<file path="src/rtl/pwm_unit_if.sv">
`default_nettype none
// ============================================================================
// Module      : pwm_unit_if
// Description : Host-side control/status bundle for the pwm_unit channel.
// Revision    : 1.0 - initial release
// ============================================================================

interface pwm_unit_if #(
    parameter int WIDTH = 8
);
    logic [WIDTH-1:0] pwm_value;
    logic [WIDTH-1:0] pwm_range;
    logic             pwm_en;
    logic             pwm_period;
    logic             pwm_out;

    modport master (
        output pwm_value,
        output pwm_range,
        output pwm_en,
        input  pwm_period,
        input  pwm_out
    );

    modport slave (
        input  pwm_value,
        input  pwm_range,
        input  pwm_en,
        output pwm_period,
        output pwm_out
    );
endinterface

`default_nettype wire

</file>
<file path="src/rtl/pwm_unit.sv">
`default_nettype none
// ============================================================================
// Module      : pwm_unit
// Description : Single-channel PWM with shadowed duty/period, registered outputs.
// Revision    : 1.0 - initial release
// ============================================================================

module pwm_unit #(
    parameter int WIDTH = 8
) (
    input  wire logic    pwm_clk,
    input  wire logic    pwm_reset,
    pwm_unit_if.slave    bus
);

    localparam logic [0:0]       c_ST_IDLE = 1'b0;
    localparam logic [0:0]       c_ST_RUN  = 1'b1;
    localparam logic [WIDTH-1:0] c_ZERO    = '0;
    localparam logic [WIDTH-1:0] c_ONE     = {{(WIDTH-1){1'b0}}, 1'b1};

    logic [0:0]       r_state;
    logic [0:0]       w_state_next;

    logic [WIDTH-1:0] r_cnt;
    logic [WIDTH-1:0] r_value_sh;
    logic [WIDTH-1:0] r_range_sh;
    logic             r_out;
    logic             r_period;

    logic [WIDTH-1:0] w_cnt_next;
    logic [WIDTH-1:0] w_value_sh_next;
    logic [WIDTH-1:0] w_range_sh_next;
    logic             w_out_next;
    logic             w_period_next;
    logic             w_run_next;
    logic             w_wrap;

    // A zero range behaves as a one-slot period that wraps on every cycle.
    assign w_wrap = (r_range_sh == c_ZERO) || (r_cnt == (r_range_sh - c_ONE));

    always_ff @(posedge pwm_clk) begin
        if (!pwm_reset) begin
            r_state <= c_ST_IDLE;
        end else begin
            r_state <= w_state_next;
        end
    end

    always_comb begin
        w_state_next = r_state;
        case (r_state)
            c_ST_IDLE: if (bus.pwm_en)  w_state_next = c_ST_RUN;
            c_ST_RUN:  if (!bus.pwm_en) w_state_next = c_ST_IDLE;
            default:   w_state_next = c_ST_IDLE;
        endcase
    end

    // Outputs are derived from next-state values so they line up with cnt.
    always_comb begin
        w_cnt_next      = r_cnt;
        w_value_sh_next = r_value_sh;
        w_range_sh_next = r_range_sh;
        w_run_next      = (w_state_next == c_ST_RUN);

        if (!w_run_next || (r_state == c_ST_IDLE) || w_wrap) begin
            w_cnt_next      = c_ZERO;
            w_value_sh_next = bus.pwm_value;
            w_range_sh_next = bus.pwm_range;
        end else begin
            w_cnt_next      = r_cnt + c_ONE;
        end

        w_out_next    = w_run_next
                     && (w_range_sh_next != c_ZERO)
                     && (w_cnt_next < w_value_sh_next);
        w_period_next = w_run_next
                     && ((w_range_sh_next == c_ZERO)
                      || (w_cnt_next == (w_range_sh_next - c_ONE)));
    end

    always_ff @(posedge pwm_clk) begin
        if (!pwm_reset) begin
            r_cnt      <= c_ZERO;
            r_value_sh <= c_ZERO;
            r_range_sh <= c_ZERO;
            r_out      <= 1'b0;
            r_period   <= 1'b0;
        end else begin
            r_cnt      <= w_cnt_next;
            r_value_sh <= w_value_sh_next;
            r_range_sh <= w_range_sh_next;
            r_out      <= w_out_next;
            r_period   <= w_period_next;
        end
    end

    assign bus.pwm_out    = r_out;
    assign bus.pwm_period = r_period;

endmodule

`default_nettype wire

</file>
<file path="src/flat_wrapper.sv">
// flat-port wrapper written by rule: the top's interface ports become plain ports
module pwm_unit_flat 
#(
    parameter int WIDTH = 8
)
  (pwm_clk, pwm_reset, bus_pwm_value, bus_pwm_range, bus_pwm_en, bus_pwm_period, bus_pwm_out);
  pwm_unit_if #(.WIDTH(WIDTH)) bus_i ();
  input  wire logic pwm_clk;
  input  wire logic pwm_reset;
  input wire logic [$bits(bus_i.pwm_value)-1:0] bus_pwm_value;
  input wire logic [$bits(bus_i.pwm_range)-1:0] bus_pwm_range;
  input wire logic [$bits(bus_i.pwm_en)-1:0] bus_pwm_en;
  output wire logic [$bits(bus_i.pwm_period)-1:0] bus_pwm_period;
  output wire logic [$bits(bus_i.pwm_out)-1:0] bus_pwm_out;
  assign bus_i.pwm_value = bus_pwm_value;
  assign bus_i.pwm_range = bus_pwm_range;
  assign bus_i.pwm_en = bus_pwm_en;
  assign bus_pwm_period = bus_i.pwm_period;
  assign bus_pwm_out = bus_i.pwm_out;
  pwm_unit #(.WIDTH(WIDTH)) u_core (.pwm_clk(pwm_clk), .pwm_reset(pwm_reset), .bus(bus_i));
endmodule
</file>
<file path="config.mk">
export PLATFORM = sky130hd
export DESIGN_NAME = pwm_unit_flat
export DESIGN_NICKNAME = d
export VERILOG_FILES = /design/src/rtl/pwm_unit_if.sv /design/src/rtl/pwm_unit.sv /design/src/flat_wrapper.sv
export SDC_FILE = /design/constraint.sdc
export NUM_CORES = 1
export LEC_CHECK = 0
export ABC_AREA = 1
export BUFFER_PORTS_ARGS = -buffer_cell sky130_fd_sc_hd__buf_2
export CORE_MARGIN = 2
export CORE_UTILIZATION = 55
export DETAILED_ROUTE_END_ITERATION = 10
export MAX_ROUTING_LAYER = met4
export PLACE_DENSITY = 0.72
export SYNTH_ARGS = -nofsm -noshare
export SYNTH_HDL_FRONTEND = slang
export SYNTH_SLANG_ARGS = --single-unit
export TNS_END_PERCENT = 30
</file>
<file path="constraint.sdc">
create_clock -name pwm_clk -period 3.4 [get_ports pwm_clk]
set_clock_uncertainty 0.15 [all_clocks]
set_input_delay 0.34 -clock pwm_clk [delete_from_list [all_inputs] [get_ports pwm_clk]]
set_output_delay 0.34 -clock pwm_clk [all_outputs]
set_load 0.03 [all_outputs]
</file>
==> run metrics, run 1 <==
max-slew headroom at the worst pin=50.1%; DRC violation total after the first TritonRoute iteration=77; placed cell areas=2190 µm²; RD Place Congestion=0.962; share of the synthesized area in the top cell type=26.3%; number of enable-type register cells in the synthesized netlist=0; worst path required time=3.47 ns; capture point of the worst reg-to-reg path=u_core.bus.pwm_period; clock latency at the later pin of the worst-skew pair=0.28 ns; clk slew on worst S/H paths=0.09 ns; Chip Width=65.1 µm; Setup TNS=0 ns; data arrival at the endpoint of the critical path=3.18 ns; hold worst-path end=u_core.r_value_sh[0]; Register-to-Register Setup Slack=0.29 ns; wire length of the first global-routing pass=7930 µm; die height=65.1 µm; power density over the cells=314 nW/µm²; TritonCTS Buffers=3; sinks on the clock net=27; NetSw=231 µW; maximum frequency from static timing analysis=322 MHz; run status=complete, no violations; sequential cell area fraction in the yosys report=26.3%; number of violations of the max-capacitance limit=0; Hold Path Class=primary input to register; mapped cell area=2050 µm²; Clock Power Share=25.8%; most used flip-flop cell after synthesis=sky130_fd_sc_hd__dfxtp_1; Synthesis Warnings=0; pin count of the biggest net entering global routing=25; GRT Total Usage=24.7%; fillers=376; overall die area=4240 µm²; internal cell power=483 µW; sequence of cells on the critical path=inv_2, ha_1, nand2_1, nor2_1, nand2_1, nand2_1, nand2_1, inv_1, nand3_2, o21bai_4, nand2_1, nand2_1, ha_1, nand3_2, o21bai_1, nand2_1, nand2_1, nand3_1, nor2_1, nand3_1, a21oi_2; number of vias per cell=5.09; antenna cell count=0; net count after synthesis=355; nets=381; Worst Path Class, Setup=register to register; initial core utilization=56.5%; async set-or-reset flop fraction in the synthesized netlist=0%; Crit path largest cell delay=0.36 ns; type of origin of the critical path=register; startpoint of the worst-slack reg-to-reg timing path=u_core.r_range_sh[0]; most frequent cell on the critical path=sky130_fd_sc_hd__nand2_1; hold path startpoint=bus_pwm_value[0]; number of flip-flops and latches in the synthesized netlist=27; root buffer selected by CTS=sky130_fd_sc_hd__clkbuf_8; number of iterations in the first detailed-routing pass=4; CTS H-tree lvls=1; cells on worst reg2reg path=21; crit path capture type=register; unrepaired setup endpoints after global routing=false; HPWL Detailed=3820 µm; combinational share of power=26.2%; count of final max-slew check failures=0; fraction of final layout cells with drive strength greater than 1=16.2%; number of cells produced by synthesis=326; leftover overflow at the end of global routing=0; Seq pwr share=48.0%; final worst path period need=3.11 ns; number of global-route vias before repair=1853; leading post-synthesis cells by instance count=99 x sky130_fd_sc_hd__nand2_1, 43 x sky130_fd_sc_hd__inv_1, 42 x sky130_fd_sc_hd__nor2_1; number of distinct library cells after synthesis=32; switching part of the total power=32.4%; post-synth top area cell=sky130_fd_sc_hd__dfxtp_1; Core Rows=22; Final period util=91.4%; clock tree from TritonCTS=built; largest fanout of any net on the critical path=7; static power due to leakage=1.27 nW; Tightest Pin Transition=0.748 ns; final number of hold-violating endpoints=0; core area=3630 µm²; top-count cell post-synth=sky130_fd_sc_hd__nand2_1; number of antenna violations at the first check in global routing=0; Non-Filler Cell Area, Final=2270 µm²; worst supply voltage drop on vdd=0.186 mV; Avg Synthesized Cell Area=6.29 µm²; port buffer count=20; largest cells by area after synthesis=sky130_fd_sc_hd__dfxtp_1 26%, sky130_fd_sc_hd__nand2_1 18%, sky130_fd_sc_hd__nand3_1 9.3%; # DRC=0; total setup violations reported at the end of the flow=0; Post-Route WL=4750 µm; number of routed nets with antenna violations=0; Synth-to-Final Area Change=10.7%; worst-case clock buffer depth=2; Worst Hold Path Cells=3; total vias in the final route=2031; IO Count=21; routed len/inst=11.9 µm; slowest library cell on the worst path=sky130_fd_sc_hd__dfxtp_1
==> metrics by stage <==
| step | cells | hold slack, ns | util, % | worst slack [ns] | total power [mW] |
|---|---|---|---|---|---|
| 6_report | 399 | 0.162 | 62.5 | 0.293 | 0.714 |
| 5_1_grt | 399 | 0.186 | 62.5 | 0.00743 | 0.759 |
| 3_5_place_dp | 391 | 0.323 | 60.3 | 0.164 | 0.532 |
| 3_3_place_gp | 391 | 0.319 | 60.3 | 0.237 | 0.528 |
| 4_1_cts | 395 | 0.165 | 61.6 | 0.123 | 0.714 |
| 2_1_floorplan | 326 | 0.300 | - | 0.508 | 0.488 |
==> state kept, by name, indices dropped and copies added, names as in the netlist <==
register	cells
u_core.r_value_sh	8
u_core.bus.pwm_period	1
u_core.bus.pwm_out	1
u_core.r_cnt	8
u_core.r_state	1
u_core.r_range_sh	8
==> power by group through the flow <==
stage	registers (mW)	logic (mW)	clock network (mW)
after CTS	0.342	0.183	0.189
after detailed placement	0.350	0.182	0
after global routing	0.344	0.212	0.203
after floorplan	0.348	0.140	0
after global placement	0.349	0.179	0
final	0.343	0.187	0.184
==> area by class of cell <==
| type | instances | area, µm² | area share (%) |
|---|---|---|---|
| Clock inverter | 1 | 5.00 | 0.220 |
| Multi-Input combinational cell | 245 | 1290 | 56.7 |
| Timing Repair Buffer | 27 | 156 | 6.88 |
| Clock buffer | 3 | 41.3 | 1.82 |
| Inverter | 48 | 180 | 7.93 |
| Tap cell | 48 | 60.1 | 2.64 |
| Sequential cell | 27 | 541 | 23.8 |
==> how the worst max path moves through the flow <==
| stage | start | depth (start not counted) | end | slack [ns] |
|---|---|---|---|---|
| after global routing | u_core.r_range_sh[0] | 15 | u_core.bus.pwm_out | 0.007 |
| after CTS | u_core.r_range_sh[0] | 16 | u_core.bus.pwm_out | 0.12 |
| after global placement | u_core.r_range_sh[0] | 15 | u_core.bus.pwm_out | 0.24 |
| after floorplan | u_core.r_range_sh[0] | 17 | u_core.bus.pwm_out | 0.51 |
| after detailed placement | u_core.r_range_sh[0] | 16 | u_core.bus.pwm_out | 0.16 |
| final | u_core.r_range_sh[0] | 21 | u_core.bus.pwm_period | 0.29 |
==> what timing repair did <==
action	in CTS	in global routing
setup buffers	0	4
hold buffers	0	0
resized for setup	0	1
endpoints found under the setup margin	0	2
==> kinds of logic after synthesis <==
group | synth area share (%)
buffers and inverters | 10.9
adder cells (fa/ha/maj) | 6.10
AO/OA/AOI/OAI | 5.37
XOR/XNOR | 3.66
multiplexers | 3.90
flip-flops | 26.3
AND/OR/NAND/NOR | 43.8
==> cells in the final DEF, fill, tap and decap left out, drive strengths merged <==
cell / n
o21ai: 5
mux2i: 8
xor2: 4
or2: 1
nor2: 50
buf: 27
clkinv: 1
a211oi: 1
nand3: 41
inv: 48
xnor2: 2
ha: 10
xnor3: 1
nor3: 4
o21bai: 3
clkbuf: 3
a31o: 1
dfxtp: 27
a21oi: 4
nand2: 104
nand4: 5
o211ai: 1
==> critical path, delay by kind of cell, from the launching register on <==
kind	cells	cell delay [ns]
AOI/OAI and AO/OA	3	0.52
adders and majority gates	2	0.56
and+or+nand+nor	14	1.29
DFF	1	0.36
buffers and inverters	2	0.17
==> metal layers <==
layer / vias to the layer above / share of wire [%] / GRT usage (%)
met5: - / 0 / -
met4: 0 / 1.4 / 8.33
met3: 9 / 2.4 / 2.08
li1: 1072 / - / -
met1: 920 / 48 / 30.2
met2: 30 / 48 / 42.9
No activity file was read; power rests on OpenSTA's default activity.
==> run 2, diff against run 1 <==
--- a/config.mk
+++ b/config.mk
@@ -5,13 +5,13 @@
 export SDC_FILE = /design/constraint.sdc
 export NUM_CORES = 1
 export LEC_CHECK = 0
-export ABC_AREA = 1
+export ABC_AREA = 0
 export BUFFER_PORTS_ARGS = -buffer_cell sky130_fd_sc_hd__buf_2
 export CORE_MARGIN = 2
 export CORE_UTILIZATION = 55
 export DETAILED_ROUTE_END_ITERATION = 10
 export MAX_ROUTING_LAYER = met4
-export PLACE_DENSITY = 0.72
+export PLACE_DENSITY = 0.73
 export SYNTH_ARGS = -nofsm -noshare
 export SYNTH_HDL_FRONTEND = slang
 export SYNTH_SLANG_ARGS = --single-unit
==> run 2 against run 1 <==
Net effect:
- clock-buffer cell count unchanged
- non-clock buffer count up 16
- synthesized area down 8.0%
- sequential cell count unchanged
- via count down 18%
- sequential share of layout area down 0.16 points
- fmax down 8.1%
- global-route usage up 0.43 points
- setup slack worse by 0.27 ns
- critical path type unchanged
- critical endpoint unchanged
- largest cell class unchanged
- largest power group unchanged
- highest routed layer unchanged
==> run metrics, run 2 <==
run status=complete, no violations; die height=62.6 µm (-3.8%); number of vias per cell=5.78 (+14%); HPWL Detailed=3470 µm (-9.2%); worst path required time=3.52 ns (+0.05 ns); Chip Width=62.6 µm (-3.8%); most common library cell in the layout ignoring fill and taps=sky130_fd_sc_hd__dfxtp_1; Core Rows=21 (-4.5%); crit path capture type=register; switching part of the total power=31.0% (-1.4 points); combinational share of power=28.0% (+1.8 points); number of antenna violations at the first check in global routing=0 (unchanged); initial core utilization=57.0% (+0.56 points); Avg Synthesized Cell Area=9.26 µm² (+47%); data arrival at the endpoint of the critical path=3.50 ns (+0.32 ns); buffering stage count on the worst path with inverters included=1 (-1); port buffer count=20 (unchanged); top-count cell post-synth=sky130_fd_sc_hd__dfxtp_1; most frequent cell on the critical path=sky130_fd_sc_hd__xnor2_1; power density over the cells=296 nW/µm² (-5.9%); Tightest Pin Transition=0.467 ns (-0.282 ns); uppermost layer routed=met4; pin count of the biggest net entering global routing=20 (-20%); slowest library cell on the worst path=sky130_fd_sc_hd__or4_4; routed len/inst=16.8 µm (+42%); cells on worst reg2reg path=13 (-38%); share of the synthesized area in the top cell type=28.6% (+2.3 points); sequence of cells on the critical path=or4_4, o311a_4, o211ai_4, and2_4, mux2i_4, ha_4, buf_4, nand2_1, xnor2_1, xnor2_1, nor3_1, a41oi_2, o32ai_2; Crit path largest cell delay=0.58 ns (+0.22 ns); fraction of final layout cells with drive strength greater than 1=31.1% (+15 points); Metal-1 WL=2060 µm (-10%); number of cells produced by synthesis=204 (-37%); root buffer selected by CTS=sky130_fd_sc_hd__clkbuf_4; DRC violation total after the first TritonRoute iteration=87 (+13%); post-synth top area cell=sky130_fd_sc_hd__dfxtp_1; worst supply voltage drop on vdd=0.183 mV (-1.7%); TritonCTS Buffers=3 (unchanged); largest delay contributor family on the critical path=simple AND/OR/NAND/NOR gates; core area=3310 µm² (-8.9%); RD Place Congestion=1.03 (+6.6%); Worst Hold Path Cells=3 (unchanged); post-route worst hold slack=0.131 ns (-0.0302 ns); Met3 Routed Length=222 µm (+93%); Synth-to-Final Area Change=21.7%; final number of hold-violating endpoints=0 (unchanged); sequential cell area fraction in the yosys report=28.6% (+2.3 points); Final period util=99.4% (+8.0 points); hold buffer count at CTS=0 (unchanged); NetSw=211 µW (-8.8%); GRT Total Usage=25.1% (+0.43 points); most used flip-flop cell after synthesis=sky130_fd_sc_hd__dfxtp_1; total vias in the final route=1660 (-18%); post-place setup slack=-0.0986 ns (-0.262 ns); largest fanout of any net on the critical path=4 (-3); CTS H-tree lvls=1 (unchanged); number of violations of the max-capacitance limit=0 (unchanged); met2 wire len=2360 µm (+4.0%); net count after synthesis=233 (-34%); type of origin of the critical path=register; fillers=274 (-27%); mapped cell area=1890 µm² (-8.0%); async set-or-reset flop fraction in the synthesized netlist=0% (unchanged); leftover overflow at the end of global routing=0 (unchanged); number of distinct library cells after synthesis=47 (+47%); sinks on the clock net=27 (unchanged); Post-Route WL=4830 µm (+1.9%); Setup TNS=0 ns (unchanged); largest cells by area after synthesis=sky130_fd_sc_hd__dfxtp_1 29%, sky130_fd_sc_hd__mux2i_1 9.5%, sky130_fd_sc_hd__nor2b_1 7.3%; final setup margin=0.0200 ns (-0.273 ns); final worst path period need=3.38 ns (+0.273 ns); number of global-route vias before repair=1625 (-12%); clock latency at the later pin of the worst-skew pair=0.34 ns (+0.06 ns); worst-case clock buffer depth=2 (unchanged); # DRC=0 (unchanged); Non-Filler Cell Area, Final=2300 µm² (+1.2%); Hold Path Class=primary input to register; clk slew on worst S/H paths=0.15 ns (+0.06 ns); IO Count=21 (unchanged); Seq pwr share=50.5% (+2.5 points); number of routed nets with antenna violations=0 (unchanged); number of enable-type register cells in the synthesized netlist=0 (unchanged); wire length of the first global-routing pass=7670 µm (-3.2%); number of iterations in the first detailed-routing pass=4 (unchanged); nets=271 (-29%); count of cell instances traversed by the critical path=13 (-38%); max-slew headroom at the worst pin=68.5% (+18 points); static power due to leakage=0.958 nW (-24%); leading post-synthesis cells by instance count=27 x sky130_fd_sc_hd__dfxtp_1, 22 x sky130_fd_sc_hd__nor2b_1, 18 x sky130_fd_sc_hd__mux2i_1; total setup violations reported at the end of the flow=0 (unchanged); maximum frequency from static timing analysis=296 MHz (-8.1%); Synthesis Warnings=0 (unchanged); overall die area=3920 µm² (-7.5%); Worst Path Class, Setup=register to register; most frequent cells in the layout=25 x sky130_fd_sc_hd__dfxtp_1, 22 x sky130_fd_sc_hd__nor2b_1, 21 x sky130_fd_sc_hd__buf_4; internal cell power=469 µW (-2.9%); placed cell areas=2090 µm² (-4.6%); Clock Power Share=21.4% (-4.4 points); largest registers=u_core.r_cnt x8, u_core.r_range_sh x8, u_core.r_value_sh x8; count of final max-slew check failures=0 (unchanged); total design power=679 µW (-4.8%); number of flip-flops and latches in the synthesized netlist=27 (unchanged); unrepaired setup endpoints after global routing=true; antenna cell count=0 (unchanged); clock tree from TritonCTS=built
run 2: timing repair:
action	CTS	global route
resized for setup	6	22
pin swaps	8	10
setup buffers	4	3
endpoints found under the setup margin	1	2
run 2: tightest hold or removal path: stages:
cell	delay, ns
sky130_fd_sc_hd__buf_2	0.07
sky130_fd_sc_hd__mux2i_1	0.08
sky130_fd_sc_hd__nor2b_1	0.10
run 2: metrics by stage:
stage | utilization (%) | std cells
2_1_floorplan | - | 204
5_1_grt | 69.4 | 287
4_1_cts | 65.7 | 284
6_report | 69.4 | 287
3_3_place_gp | 63.2 | 276
3_5_place_dp | 63.2 | 276
run 2: routing by layer:
metal,vias to the layer above,GRT usage [%]
met2,66,39.5
met3,21,3.24
met4,0,13.1
li1,786,-
met1,787,31.5
met5,-,-
run 2: path summary, 6_finish.rpt:
path | from | end | slack [ns]
worst max-delay path | u_core.r_range_sh[1] | u_core.bus.pwm_period | 0.02
worst min-delay path | bus_pwm_value[2] | u_core.r_value_sh[2] | 0.13
worst min register to register | u_core.r_value_sh[0] | u_core.r_value_sh[0] | 0.39
worst max register to register | u_core.r_range_sh[1] | u_core.bus.pwm_period | 0.02
run 2: area by class of cell:
cell class,instances,area (µm²),area share [%]
multi-input combinational,161,1360,59.1
sequential,27,543,23.6
timing repair buffer,43,289,12.6
tap,46,57.6,2.50
clock buffer,3,22.5,0.980
inverter,6,22.5,0.980
clock inverter,1,5.00,0.218
run 2: kinds of logic after synthesis:
kind of cell / synth area share (%)
AOI/OAI and AO/OA: 12.0
DFF: 28.6
buffers and inverters: 5.90
muxes: 10.3
and+or+nand+nor: 23.7
adders and majority gates: 6.63
xor gates and xnor gates: 12.8
run 2: power groups by stage:
stage                     Clock [mW]  Combinational, mW  Sequential (mW)
after detailed placement           0              0.159            0.348
final                          0.146              0.190            0.343
after global placement             0              0.152            0.348
after global routing           0.165              0.206            0.345
after floorplan                    0              0.116            0.345
after CTS                      0.149              0.167            0.342
==> run 3, diff against run 2 <==
--- a/config.mk
+++ b/config.mk
@@ -7,11 +7,13 @@
 export LEC_CHECK = 0
 export ABC_AREA = 0
 export BUFFER_PORTS_ARGS = -buffer_cell sky130_fd_sc_hd__buf_2
+export CELL_PAD_IN_SITES_DETAIL_PLACEMENT = 0
+export CELL_PAD_IN_SITES_GLOBAL_PLACEMENT = 1
 export CORE_MARGIN = 2
-export CORE_UTILIZATION = 55
+export CORE_UTILIZATION = 45
 export DETAILED_ROUTE_END_ITERATION = 10
 export MAX_ROUTING_LAYER = met4
-export PLACE_DENSITY = 0.73
+export PLACE_DENSITY = 0.77
 export SYNTH_ARGS = -nofsm -noshare
 export SYNTH_HDL_FRONTEND = slang
 export SYNTH_SLANG_ARGS = --single-unit
==> run 3 against run 2 <==
Net effect:
- the flow now finishes with violations (negative setup slack)
- clock power increased by 38%
- sequential share of layout area increased by 0.53 points
- die area increased by 21%
- clock-buffer cell count unchanged
- sequential cell count unchanged
- final area decreased by 1.3%
- routed wire length decreased by 3.2%
- fmax decreased by 1.2%
- via count decreased by 6.9%
- global-route usage decreased by 2.8 points
==> run metrics, run 3 (same netlist as run 2, synthesis figures left out) <==
Non-Filler Cell Area, Final=2270 µm² (-1.3%); sinks on the clock net=27 (unchanged); cell count after placement=278 (+0.72%); first element of the critical path=u_core.r_range_sh[0]; run status=finished with violations; HPWL Detailed=3530 µm (+1.7%); Worst Path Class, Setup=register to register; slowest library cell on the worst path=sky130_fd_sc_hd__or4_4; worst-case clock buffer depth=2 (unchanged); footprint of the flip-flops and latches=548 µm² (+0.92%); type of origin of the critical path=register; die height=68.8 µm (+9.9%); largest fanout of any net on the critical path=14 (+10); clock tree from TritonCTS=built; largest registers=u_core.r_cnt x8, u_core.r_range_sh x8, u_core.r_value_sh x8; Tightest Pin Transition=0.529 ns (+0.0626 ns); # DRC=0 (unchanged); Synth-to-Final Area Change=20.1%; total design power=729 µW (+7.2%); power density over the cells=321 nW/µm² (+8.7%); post-place setup slack=-0.0688 ns (+0.0299 ns); antenna cell count=0 (unchanged); wire length of the first global-routing pass=7470 µm (-2.6%); fillers=382 (+39%); most common library cell in the layout ignoring fill and taps=sky130_fd_sc_hd__dfxtp_1; Post-Route WL=4680 µm (-3.2%); Crit path largest cell delay=0.56 ns (-0.02 ns); port buffer count=20 (unchanged); number of iterations in the first detailed-routing pass=6 (+2); initial core utilization=46.9% (-10 points); area used by multi-input combinational logic=1350 µm² (-0.37%); total vias in the final route=1545 (-6.9%); Core Rows=23 (+9.5%); root buffer selected by CTS=sky130_fd_sc_hd__clkbuf_8; worst supply voltage drop on vdd=0.154 mV (-16%); clock latency at the later pin of the worst-skew pair=0.28 ns (-0.06 ns); final standard cell count with taps included and fillers excluded=285 (-0.70%); unrepaired setup endpoints after global routing=true; placed cell areas=2080 µm² (-0.48%); leftover overflow at the end of global routing=0 (unchanged); RD Place Congestion=0.903 (-12%); crit path capture type=register; IO Count=21 (unchanged); TritonCTS Buffers=3 (unchanged); post-route worst hold slack=0.193 ns (+0.0618 ns); violated checks=negative setup slack; total setup violations reported at the end of the flow=2 (+2); data arrival at the endpoint of the critical path=3.48 ns (-0.02 ns); count of final max-slew check failures=0 (unchanged); Final period util=101% (+1.2 points); number of routed nets with antenna violations=0 (unchanged); final setup margin=-0.0203 ns (-0.0403 ns); sequence of cells on the critical path=or4_4, buf_6, nor4_4, and3_4, o211ai_4, and2_4, buf_4, mux2i_2, ha_1, a21o_1, a211oi_1, o21ai_1, a211oi_2; most frequent cells in the layout=25 x sky130_fd_sc_hd__dfxtp_1, 22 x sky130_fd_sc_hd__nor2b_1, 20 x sky130_fd_sc_hd__buf_2; pin count of the biggest net entering global routing=20 (unchanged); DRC violation total after the first TritonRoute iteration=70 (-20%); startpoint of the worst-slack reg-to-reg timing path=u_core.r_range_sh[0]; core area=4030 µm² (+22%); hold buffer count at CTS=0 (unchanged); number of violations of the max-capacitance limit=0 (unchanged); hold path startpoint=bus_pwm_value[3]; clk slew on worst S/H paths=0.11 ns (-0.04 ns); static power due to leakage=0.934 nW (-2.5%); final worst path period need=3.42 ns (+0.0403 ns); worst path required time=3.46 ns (-0.06 ns); max-slew headroom at the worst pin=64.6% (-3.9 points); overall die area=4730 µm² (+21%); nets=265 (-2.2%); Chip Width=68.8 µm (+9.9%); GRT Total Usage=22.2% (-2.8 points); CTS H-tree lvls=1 (unchanged); Hold Path Class=primary input to register; number of antenna violations at the first check in global routing=0 (unchanged); final number of hold-violating endpoints=0 (unchanged); routed len/inst=16.4 µm (-2.5%); number of global-route vias before repair=1538 (-5.4%); fraction of final layout cells with drive strength greater than 1=27.7% (-3.5 points); maximum frequency from static timing analysis=292 MHz (-1.2%); number of vias per cell=5.42 (-6.3%)
-- run 3: cell count changes in the layout (fill, tap and decap cells not counted), sizes merged --
cell    change
inv         +1
buf         -6
clkinv      -1
-- run 3: worst paths after layout --
path,depth (start not counted),end,slack [ns]
worst max-delay path,13,u_core.bus.pwm_out,-0.02
worst min-delay path,3,u_core.r_value_sh[3],0.19
worst max register to register,13,u_core.bus.pwm_out,-0.02
worst min register to register,2,u_core.r_value_sh[0],0.38
-- run 3: metrics by stage --
step	util, %	setup TNS, ns
after floorplan	-	-0.229
after CTS	53.0	-0.116
final	56.3	-0.0398
after global routing	56.3	-0.282
after detailed placement	51.7	-0.0688
after global placement	51.7	0
-- run 3: layer usage --
layer / part of all wire (%) / track usage [%] / vias up
met5: 0 / - / -
met4: 0.51 / 5.15 / 0
met3: 2.8 / 2.44 / 2
met2: 48 / 37.0 / 25
met1: 49 / 29.1 / 744
li1: - / - / 774
-- run 3: report_power, final --
group          internal (mW)  switching [mW]  total [mW]
logic                 0.0905          0.0938       0.184
registers              0.330          0.0139       0.343
clock network         0.0862           0.114       0.201
total                  0.506           0.222       0.729
-- run 3: timing repair --
| action | in CTS | in global routing |
|---|---|---|
| buffers inserted | 0 | 3 |
| setup endpoints to repair | 1 | 2 |
| pin swaps | 0 | 10 |
| gates resized for setup | 1 | 21 |
| endpoints found under the hold margin | 0 | 0 |
-- run 3: critical path, delay by kind of cell (launching register included) --
| family | cells | cell delay (ns) |
|---|---|---|
| muxes | 1 | 0.18 |
| adders and majority gates | 1 | 0.32 |
| DFF | 1 | 0.37 |
| AOI/OAI and AO/OA | 5 | 0.78 |
| buffers and inverters | 2 | 0.35 |
| and+or+nand+nor | 4 | 1.20 |
-- run 3: cell type report --
| cell class | count | area share, % |
|---|---|---|
| Clock buffer | 3 | 1.82 |
| Clock inverter | 1 | 0.386 |
| Multi-Input combinational cell | 161 | 59.7 |
| Inverter | 6 | 0.993 |
| Sequential cell | 27 | 24.2 |
| Tap cell | 50 | 2.76 |
| Timing Repair Buffer | 37 | 10.2 |
